**src/rtl/pipelined_segment_adder.sv**
```systemverilog
// Carry-pipelined adder/subtractor. Each stage resolves one SEG-bit slice
// and hands its carry to the next stage. The whole pipeline stalls together
// under backpressure.
module pipelined_segment_adder #(
    parameter int unsigned WIDTH = 16,
    parameter int unsigned SEG   = 4
) (
    input  logic             clk,
    input  logic             rst,
    input  logic             in_valid,
    output logic             in_ready,
    input  logic [WIDTH-1:0] A,
    input  logic [WIDTH-1:0] B,
    input  logic             sub,
    input  logic             cin,
    output logic             out_valid,
    input  logic             out_ready,
    output logic [WIDTH:0]   Output,
    output logic             ovf
);

    localparam int unsigned NSEG = WIDTH / SEG;

    logic             adv;
    logic [WIDTH-1:0] b_eff;
    logic             c0;

    // Per-stage sources (what the stage consumes) and registered state.
    // Operands are shifted down by SEG each stage, so the next slice is
    // always in the low bits. Sum slices enter at the top and shift down,
    // so slice 0 lands at bit 0 after the last stage.
    logic             v_src  [NSEG];
    logic             c_src  [NSEG];
    logic             am_src [NSEG];
    logic             bm_src [NSEG];
    logic [WIDTH-1:0] a_src  [NSEG];
    logic [WIDTH-1:0] b_src  [NSEG];
    logic [WIDTH-1:0] s_src  [NSEG];
    logic [SEG:0]     slice  [NSEG];
    logic [WIDTH-1:0] s_top  [NSEG];

    logic             v_q    [NSEG];
    logic             c_q    [NSEG];
    logic             am_q   [NSEG];
    logic             bm_q   [NSEG];
    logic [WIDTH-1:0] a_q    [NSEG];
    logic [WIDTH-1:0] b_q    [NSEG];
    logic [WIDTH-1:0] s_q    [NSEG];

    assign b_eff    = sub ? ~B : B;
    assign c0       = sub | cin;
    assign adv      = ~out_valid | out_ready;
    assign in_ready = adv;

    for (genvar k = 0; k < NSEG; k++) begin : g_stage
        if (k == 0) begin : g_first
            assign v_src[k]  = in_valid;
            assign c_src[k]  = c0;
            assign am_src[k] = A[WIDTH-1];
            assign bm_src[k] = b_eff[WIDTH-1];
            assign a_src[k]  = A;
            assign b_src[k]  = b_eff;
            assign s_src[k]  = '0;
        end else begin : g_next
            assign v_src[k]  = v_q[k-1];
            assign c_src[k]  = c_q[k-1];
            assign am_src[k] = am_q[k-1];
            assign bm_src[k] = bm_q[k-1];
            assign a_src[k]  = a_q[k-1];
            assign b_src[k]  = b_q[k-1];
            assign s_src[k]  = s_q[k-1];
        end

        assign slice[k] = {1'b0, a_src[k][SEG-1:0]} + {1'b0, b_src[k][SEG-1:0]}
                        + {{SEG{1'b0}}, c_src[k]};
        assign s_top[k] = WIDTH'(slice[k][SEG-1:0]) << (WIDTH - SEG);

        // Stage register: loads from its predecessor on advance, holds on stall.
        always_ff @(posedge clk) begin
            if (rst) begin
                v_q[k]  <= 1'b0;
                c_q[k]  <= 1'b0;
                am_q[k] <= 1'b0;
                bm_q[k] <= 1'b0;
                a_q[k]  <= '0;
                b_q[k]  <= '0;
                s_q[k]  <= '0;
            end else if (adv) begin
                v_q[k]  <= v_src[k];
                c_q[k]  <= slice[k][SEG];
                am_q[k] <= am_src[k];
                bm_q[k] <= bm_src[k];
                a_q[k]  <= a_src[k] >> SEG;
                b_q[k]  <= b_src[k] >> SEG;
                s_q[k]  <= (s_src[k] >> SEG) | s_top[k];
            end
        end
    end

    // Operands are fully consumed by the last stage.
    logic unused_ops;
    assign unused_ops = ^{a_q[NSEG-1], b_q[NSEG-1]};

    assign out_valid = v_q[NSEG-1];
    assign Output    = {c_q[NSEG-1], s_q[NSEG-1]};
    assign ovf       = (am_q[NSEG-1] == bm_q[NSEG-1])
                     & (s_q[NSEG-1][WIDTH-1] != am_q[NSEG-1]);

endmodule

```
**config.mk**
```make
export PLATFORM = sky130hd
export DESIGN_NAME = pipelined_segment_adder
export DESIGN_NICKNAME = d
export VERILOG_FILES = /design/src/rtl/pipelined_segment_adder.sv
export SDC_FILE = /design/constraint.sdc
export NUM_CORES = 1
export LEC_CHECK = 0
export CAP_MARGIN = 20
export CORE_MARGIN = 2
export CORE_UTILIZATION = 50
export DETAILED_ROUTE_END_ITERATION = 12
export PLACE_DENSITY = 0.81
export SYNTH_ARGS = -nofsm -noshare
export SYNTH_HDL_FRONTEND = slang
export SYNTH_SLANG_ARGS = --single-unit
```
**constraint.sdc**
```tcl
create_clock -name clk -period 4.3 [get_ports clk]
set_clock_uncertainty 0.1 [all_clocks]
set_input_delay 0.86 -clock clk [delete_from_list [all_inputs] [get_ports clk]]
set_output_delay 0.86 -clock clk [all_outputs]
set_load 0.05 [all_outputs]
```
==> summary.md, run 1 <==
| Metric | Value |
|---|---|
| Synth top area share | 67.3% |
| DR vias/cell | 5.12 |
| CTS tree | done |
| Design area | 5490 um^2 |
| Post-DP HPWL | 4210 um |
| Synth cell types | 29 |
| Switch Pwr | 463 uW |
| Clk pwr share | 34.9% |
| # IOs | 58 |
| Layout area overhead | 18.2% |
| Overall Power | 2.21 mW |
| Final period utilization | 74.1% |
| WL/cell | 13.9 um |
| Share of cells above drive strength 1 | 7.03% |
| Layout Utilization | 60.2% |
| Hold Buf Count CTS | 0 |
| Cell Pwr Density | 403 nW/um^2 |
| Reg power frac | 54.8% |
| CTS sink cnt | 104 |
| DRC errors left | 0 |
| Placed cells | 465 |
| Cts bufs inserted | 9 |
| Vias in the first global route | 2,318 |
| WP buf/inv | 2 |
| Final WS setup | 1.11 ns |
| Multi-input gate area | 1290 um^2 |
| Most common cell in the netlist | edfxtp_1 |
| Initial DRC count | 122 |
| Crit path launch type | input pin |
| Setup_tns | 0 ns |
| Ys async rst share | 0% |
| CTS H-tree lvls | 3 |
| Post-CTS Resized | 0 |
| # setup viols final | 0 |
| Worst slew margin | 55.4% |
| Final Hold Fails | 0 |
| Final WL | 6700 um |
| IO Port Bufs | 57 |
| Crit path max fanout | 2 |
| Ranking of synthesized cells by area | edfxtp_1 67%, and3_1 10%, fa_1 3.4% |
| Synth Instances | 315 |
| Post-synthesis average cell area | 14.7 um^2 |
| #FFs+latches synth | 104 |
| Crit path DAT | 2.23 ns |
| Clock Tree Root | clkbuf_8 |
| Drt pass-1 iters | 4 |
| Die area | 10,100 um^2 |
| Commonest cells post-synth | 104 x edfxtp_1, 77 x and3_1, 21 x nor2_1 |
| Final Slew Violations | 0 |
| Hold WS | 0.450 ns |
| Largest net degree at the start of global routing | 85 |
| Area leader, netlist | edfxtp_1 |
| CP dominant cell by count | clkdlybuf4s50_1 |
| Die height | 100 um |
| VDD IR max | 275 uV |
| Outcome | finished clean |
| Comb power frac | 10.3% |
| Seq/Total Area, Yosys | 67.3% |
| Most used routing layer | met2 |
| Seq. cell area | 3120 um^2 |
| Clock slew at reported path FFs | 0.09 ns |
| Core area | 9110 um^2 |
| Die width | 100 um |
| Max Freq | 314 MHz |
| Cells along the critical path | clkdlybuf4s50_1 -> nand2b_4 -> clkdlybuf4s50_1 |
| Max-Cap Viols | 0 |
| Initial Util | 51.0% |
| Hold path startpoint | s_q[1][14]$_SDFFCE_PN0P_ |
| Total congestion overflow after global routing | 0 |
| Synth Net Count | 373 |
| Post-CTS Setup Bufs | 0 |
| Setup CP Type | input pin to output port |
| Static Leak | 2.48 nW |
| Row count | 35 |
| Gr usage total | 14.1% |
| Worst r2r src | v_q[1][1]$_DFFE_PP_ |
| Gpl congestion | 0.741 |
| Met1 usage | 18.4% |
| Internal | 1.75 mW |
| Hold Crit Class | register to register |
| RSZ-0062 raised after global routing | false |
| Skew-Pair Late Insertion Delay | 0.36 ns |
| Sw Ratio | 21.0% |
| Worst-margin pin slew | 0.669 ns |
| GRT met3 Usage | 3.13% |
| Antenna cell count | 0 |
| Most common flop cell mapped by yosys | edfxtp_1 |
| Grt met2 use | 22.4% |
| Final Critical Period | 3.19 ns |
| Req. time, crit path | 3.34 ns |
| Cell family with most CP delay | buffers and inverters |
| Post-synthesis cell area | 4640 um^2 |
| Area after DPL | 5220 um^2 |
| Max stage delay on crit path | 0.79 ns |
| Antenna violations before repair | 0 |
| Number of synthesized flops with an enable pin | 104 |
| Non-filler instance count after layout | 481 |
| Crit end category | output port |
| Fill cells | 698 |
| Nets | 423 |
| Warnings, synthesis | 0 |
| Slowest-stage cell, CP | clkdlybuf4s50_1 |
| Clk buf depth | 2 |
| Setup WS pre-CTS | 0.805 ns |
| Post-DRT Antenna Nets | 0 |
| Crit path launch | out_ready |
| Vias post-DR | 2,462 |
| First-pass GRT wire length | 10,800 um |
==> logic make-up after synthesis <==
| family | share of synthesized area, % |
|---|---|
| AO/OA/AOI/OAI | 2.10 |
| XOR/XNOR | 3.40 |
| adder cells (fa/ha/maj) | 6.68 |
| buffers and inverters | 5.04 |
| flip-flops | 67.3 |
| multiplexers | 0.647 |
| AND/OR/NAND/NOR | 14.9 |
==> registers in the layout, indices dropped and copies added (netlist names) <==
signal / count
am_q: 4
bm_q: 4
c_q: 4
a_q: 24
v_q: 4
b_q: 24
s_q: 40
==> layout by cell type (no fill, tap or decap), types with 3 or more instances in the layout <==
cell and count:
a21o_1 5, a21oi_1 9, and3_1 77, buf_4 4, bufinv_16 4, clkbuf_8 9
clkdlybuf4s50_1 57, edfxtp_1 104, fa_1 8, ha_1 12, inv_1 11, mux2i_1 3
nand3_1 3, nand3b_1 4, nor2_1 21, nor2b_1 4, nor3_1 3, o21ai_0 3
xnor2_1 14, xor2_1 4
==> power groups by stage <==
stage,Combinational [mW],Clock [mW],Sequential [mW]
2_1_floorplan,0.122,0,1.26
3_3_place_gp,0.222,0,1.23
3_5_place_dp,0.229,0,1.24
4_1_cts,0.232,0.785,1.21
5_1_grt,0.253,0.822,1.22
6_report,0.229,0.772,1.21
==> routing by layer <==
metal	wire (um)	share of wire, %
met1	3020	45
met2	3320	50
met3	228	3.4
met4	129	1.9
met5	0	0
==> cell type report <==
cell class | instances | area share, %
flip-flops and latches | 104 | 56.9
inverters | 12 | 0.821
repair buffers | 62 | 11.3
well taps | 111 | 2.53
clock inverters | 7 | 2.60
multi-input cells | 176 | 23.6
clock buffers | 9 | 2.26
==> path summary, 6_finish.rpt <==
check                             endpoint  slack (ns)  depth (start not counted)
setup / recovery                  in_ready        1.11                          3
hold / removal    s_q[2][10]$_SDFFCE_PN0P_        0.45                          1
setup reg to reg  b_q[0][17]$_SDFFCE_PN0P_        1.70                          4
hold reg to reg   s_q[2][10]$_SDFFCE_PN0P_        0.45                          1
(Power assumes the default switching activity.)
==> run 2, diff against run 1 <==
--- a/config.mk
+++ b/config.mk
@@ -7,9 +7,9 @@
 export LEC_CHECK = 0
 export CAP_MARGIN = 20
 export CORE_MARGIN = 2
-export CORE_UTILIZATION = 50
+export CORE_UTILIZATION = 55
 export DETAILED_ROUTE_END_ITERATION = 12
-export PLACE_DENSITY = 0.81
+export PLACE_DENSITY = 0.84
 export SYNTH_ARGS = -nofsm -noshare
 export SYNTH_HDL_FRONTEND = slang
 export SYNTH_SLANG_ARGS = --single-unit
==> constraint.sdc (replaced) <==
create_clock -name clk -period 3.3 [get_ports clk]
set_clock_uncertainty 0.1 [all_clocks]
set_input_delay 0.66 -clock clk [delete_from_list [all_inputs] [get_ports clk]]
set_output_delay 0.66 -clock clk [all_outputs]
set_load 0.05 [all_outputs]
==> summary.md, run 2 (synthesis results as in run 1) <==
| Metric | Value |
|---|---|
| Static Leak | 2.47 nW |
| Share of cells above drive strength 1 | 8.04% |
| Hold Buf Count CTS | 0 |
| Drt pass-1 iters | 4 |
| Req. time, crit path | 2.54 ns |
| Clk buf depth | 2 |
| RSZ-0062 raised after global routing | false |
| Clock Tree Root | clkbuf_8 |
| Total congestion overflow after global routing | 0 |
| Clock slew at reported path FFs | 0.10 ns |
| Cell Pwr Density | 491 nW/um^2 |
| Layout area overhead | 17.3% |
| Crit end category | output port |
| Final Critical Period | 2.56 ns |
| Setup_tns | 0 ns |
| CTS sink cnt | 104 |
| First-pass GRT wire length | 10,800 um |
| Largest Register | s_q |
| Setup CP Type | register to output port |
| Hold path startpoint | b_q[0][9]$_SDFFCE_PN0P_ |
| Initial Util | 56.5% |
| Crit path launch | bm_q[3]$_DFFE_PP_ |
| CTS H-tree lvls | 3 |
| Final WS setup | 0.741 ns |
| Final period utilization | 77.5% |
| Final Slew Violations | 0 |
| Die height | 95.9 um |
| Post-CTS Resized | 0 |
| Initial DRC count | 228 |
| Hold Crit Class | register to register |
| Layout Utilization | 66.3% |
| Worst r2r src | a_q[1][0]$_SDFFCE_PN0P_ |
| Outcome | finished clean |
| Cts bufs inserted | 9 |
| Met1 usage | 20.7% |
| R2R depth | 5 |
| Largest registers | s_q: 40 flops, a_q: 24 flops, b_q: 24 flops |
| Skew-Pair Late Insertion Delay | 0.36 ns |
| Placed cells | 462 |
| Vias in the first global route | 2,327 |
| # IOs | 58 |
| Final WL | 6750 um |
| Worst-margin pin slew | 0.524 ns |
| Crit path DAT | 1.80 ns |
| Largest register FFs | 40 |
| GRT met3 Usage | 3.60% |
| Final Hold Fails | 0 |
| Grt met2 use | 24.8% |
| # setup viols final | 0 |
| WHS Path Cells | 1 |
| Antenna cell count | 0 |
| Setup WS pre-CTS | 0.528 ns |
| Nets | 426 |
| Post-DRT Antenna Nets | 0 |
| Crit path max fanout | 2 |
| Crit path launch type | register |
| Antenna violations before repair | 0 |
| Worst slew margin | 65.1% |
| Max Freq | 391 MHz |
| DR vias/cell | 5.24 |
| Most used routing layer | met2 |
| Core area | 8220 um^2 |
| DRC errors left | 0 |
| Gpl congestion | 0.804 |
| Row count | 33 |
| Post-CTS Setup Bufs | 0 |
| Most frequent cells in the layout | 104 x edfxtp_1, 77 x and3_1, 56 x clkdlybuf4s50_1 |
| Gr usage total | 15.9% |
| Largest net degree at the start of global routing | 74 |
| Vias post-DR | 2,504 |
| Post-DP HPWL | 4330 um |
| Max-Cap Viols | 0 |
| Die width | 95.9 um |
| Most common cell after layout, fill and taps aside | edfxtp_1 |
| WL/cell | 14.1 um |
| Die area | 9190 um^2 |
| IO Port Bufs | 57 |
| Non-filler instance count after layout | 478 |
| Overall Power | 2.67 mW |
| CTS tree | done |
| VDD IR max | 293 uV |
==> run 2: changes by cell type in the layout (fill, tap and decap cells not counted), sizes merged <==
cell / change
buf: +4
bufinv: -3
clkdlybuf4s50: -1
clkinvlp: +1
inv: +2
==> run 2: cell type report <==
type,instances,area (um^2)
Multi-Input combinational cell,176,1290
Sequential cell,104,3120
Clock buffer,9,124
Tap cell,105,131
Timing Repair Buffer,65,653
Fill cell,571,2770
Clock inverter,7,77.6
Inverter,12,45.0
==> run 2: power by group <==
part           total, mW  switching, mW  internal, mW
Combinational      0.299          0.155         0.144
Clock              0.795          0.436         0.359
Sequential          1.58         0.0272          1.55
Total               2.67          0.619          2.05
==> run 2: layer usage <==
metal,vias to the layer above,routed length (um)
li1,1248,-
met2,81,3210
met3,17,362
met1,1158,2960
met5,-,0
met4,0,212
==> run 2: worst paths after layout <==
kind                                            endpoint  slack (ns)
worst min-delay path            b_q[0][17]$_SDFFCE_PN0P_        0.46
worst max-delay path                                 ovf        0.74
worst max register to register       c_q[1][1]$_DFFE_PP_        1.27
worst min register to register  b_q[0][17]$_SDFFCE_PN0P_        0.46
==> run 2: through the flow <==
step	instance area [um^2]	hold slack, ns
after global placement	5250	0.430
after global routing	5450	0.473
final	5450	0.459
after floorplan	4650	0.428
after CTS	5450	0.460
after detailed placement	5250	0.436
==> run 2: critical path, stage by stage (launching register included) <==
cell and delay, ns:
edfxtp_1 0.39, nor2_1 0.12, nand2_1 0.06, o21ai_0 0.06
clkdlybuf4s50_1 0.82
==> run 3, diff against run 2 <==
--- a/config.mk
+++ b/config.mk
@@ -7,9 +7,9 @@
 export LEC_CHECK = 0
 export CAP_MARGIN = 20
 export CORE_MARGIN = 2
-export CORE_UTILIZATION = 55
+export CORE_UTILIZATION = 50
 export DETAILED_ROUTE_END_ITERATION = 12
-export PLACE_DENSITY = 0.84
+export PLACE_DENSITY = 0.81
 export SYNTH_ARGS = -nofsm -noshare
 export SYNTH_HDL_FRONTEND = slang
 export SYNTH_SLANG_ARGS = --single-unit
==> constraint.sdc (replaced) <==
create_clock -name clk -period 2.12 [get_ports clk]
set_clock_uncertainty 0.1 [all_clocks]
set_input_delay 0.424 -clock clk [delete_from_list [all_inputs] [get_ports clk]]
set_output_delay 0.424 -clock clk [all_outputs]
set_load 0.05 [all_outputs]
==> summary.md, run 3 (synthesis results as in run 1) <==
| Metric | Value |
|---|---|
| Outcome | finished clean |
| Req. time, crit path | 1.60 ns |
| Clk pwr share | 25.4% |
| Internal | 3.05 mW |
| Largest register FFs | 40 |
| Final Hold Fails | 0 |
| Setup_tns | 0 ns |
| Max Freq | 487 MHz |
| Critical R2R Capture | c_q[1][1]$_DFFE_PP_ |
| CTS H-tree lvls | 3 |
| Hold Buf Count CTS | 0 |
| Post-DRT Antenna Nets | 0 |
| Clock slew at reported path FFs | 0.08 ns |
| WL/cell | 13.7 um |
| VDD IR max | 334 uV |
| Non-filler instance count after layout | 485 |
| Largest Register | s_q |
| Crit end category | output port |
| # IOs | 58 |
| Initial Util | 51.0% |
| IO Port Bufs | 57 |
| Vias in the first global route | 2,537 |
| Final WL | 6630 um |
| CTS sink cnt | 104 |
| WHS Endpoint | s_q[3][6]$_SDFFCE_PN0P_ |
| Cells along the critical path | clkdlybuf4s50_1 |
| Overall Power | 3.93 mW |
| Gpl congestion | 0.777 |
| DRC errors left | 0 |
| Final Slew Violations | 0 |
| Worst-margin pin slew | 0.523 ns |
| # setup viols final | 0 |
| Hold WS | 0.453 ns |
| Largest net degree at the start of global routing | 42 |
| Final Critical Period | 2.05 ns |
| WHS Path Cells | 1 |
| Placed cells | 471 |
| Drt pass-1 iters | 4 |
| Max stage delay on crit path | 0.81 ns |
| Clock Tree Root | clkbuf_8 |
| Post-DP HPWL | 4460 um |
| Worst r2r src | a_q[1][0]$_SDFFCE_PN0P_ |
| WP buf/inv | 1 |
| Cts bufs inserted | 9 |
| Static Leak | 2.50 nW |
| Reg-to-reg slack, setup | 0.10 ns |
| Hold Crit Class | register to register |
| Cell family with most CP delay | buffers and inverters |
| Max-Cap Viols | 0 |
| Antenna cell count | 0 |
| Sw Ratio | 22.2% |
| RSZ-0062 raised after global routing | false |
| Crit path max fanout | 3 |
| Crit path launch type | register |
| Slowest-stage cell, CP | clkdlybuf4s50_1 |
| Skew-Pair Late Insertion Delay | 0.35 ns |
| Worst slew margin | 65.0% |
| Most common cell after layout, fill and taps aside | edfxtp_1 |
| Initial DRC count | 156 |
| Core area | 9110 um^2 |
| Nets | 429 |
| Vias post-DR | 2,476 |
| Layout Utilization | 60.2% |
| First-pass GRT wire length | 11,400 um |
| Row count | 35 |
| Layout area overhead | 18.0% |
| Gr usage total | 14.5% |
| R2R depth | 5 |
| Setup CP Type | register to output port |
| Cell Pwr Density | 717 nW/um^2 |
| Die area | 10,100 um^2 |
| Share of cells above drive strength 1 | 9.09% |
| Total congestion overflow after global routing | 0 |
| Fill cells | 719 |
| Most frequent cells in the layout | 104 x edfxtp_1, 77 x and3_1, 52 x clkdlybuf4s50_1 |
| Die height | 100 um |
| Switch Pwr | 873 uW |
| Antenna violations before repair | 0 |
| DR vias/cell | 5.11 |
| Reg power frac | 62.5% |
| Comb power frac | 12.1% |
| Largest registers | s_q: 40 flops, a_q: 24 flops, b_q: 24 flops |
| Crit path DAT | 1.53 ns |
| Hold path startpoint | s_q[2][10]$_SDFFCE_PN0P_ |
| Final period utilization | 96.8% |
| Clk buf depth | 2 |
| Die width | 100 um |
| CTS tree | done |
[run 3: what timing repair did]
| item | in CTS | in global routing |
|---|---|---|
| setup buffers | 0 | 0 |
| endpoints found under the setup margin | 2 | 4 |
| pin swaps | 0 | 2 |
| resized for setup | 4 | 4 |
[run 3: per-stage QoR]
stage | area (um^2) | setup slack, ns
final | 5480 | 0.0669
after global routing | 5480 | 0.000709
after CTS | 5470 | 0.00782
after detailed placement | 5300 | -0.423
after global placement | 5300 | -0.298
after floorplan | 4660 | -0.110
[run 3: how the worst max path moves through the flow]
| stage | start | end | slack [ns] | cells past startpoint |
|---|---|---|---|---|
| 3_5_place_dp | sub | c_q[0][0]$_DFFE_PP_ | -0.42 | 8 |
| 2_1_floorplan | v_q[1][1]$_DFFE_PP_ | a_q[0][0]$_SDFFCE_PN0P_ | -0.11 | 3 |
| 4_1_cts | v_q[1][1]$_DFFE_PP_ | out_valid | 0.008 | 1 |
| 5_1_grt | a_q[1][0]$_SDFFCE_PN0P_ | c_q[1][1]$_DFFE_PP_ | 0.0007 | 5 |
| 6_report | s_q[3][15]$_SDFFCE_PN0P_ | Output[15] | 0.07 | 1 |
| 3_3_place_gp | sub | c_q[0][0]$_DFFE_PP_ | -0.30 | 8 |
[run 3: power by group through the flow]
stage	combinational, mW	clock (mW)	sequential [mW]
after floorplan	0.250	0	2.56
after global placement	0.455	0	2.50
after detailed placement	0.471	0	2.51
after CTS	0.476	1.02	2.46
after global routing	0.528	1.10	2.47
final	0.475	0.997	2.46
[run 3: metal layers]
metal	global-route usage, %	vias up	wire length (um)
li1	-	1251	-
met1	17.7	1149	2830
met2	24.3	66	3360
met3	3.55	10	280
met4	7.17	0	157
met5	0	-	0
[run 3: cell type report]
class,instances,area (um^2),area share (%)
Multi-Input combinational cell,176,1320,24.0
Timing Repair Buffer,68,706,12.9
Clock inverter,4,23.8,0.434
Sequential cell,104,3120,57.0
Inverter,12,45.0,0.822
Clock buffer,10,128,2.33
Tap cell,111,139,2.53
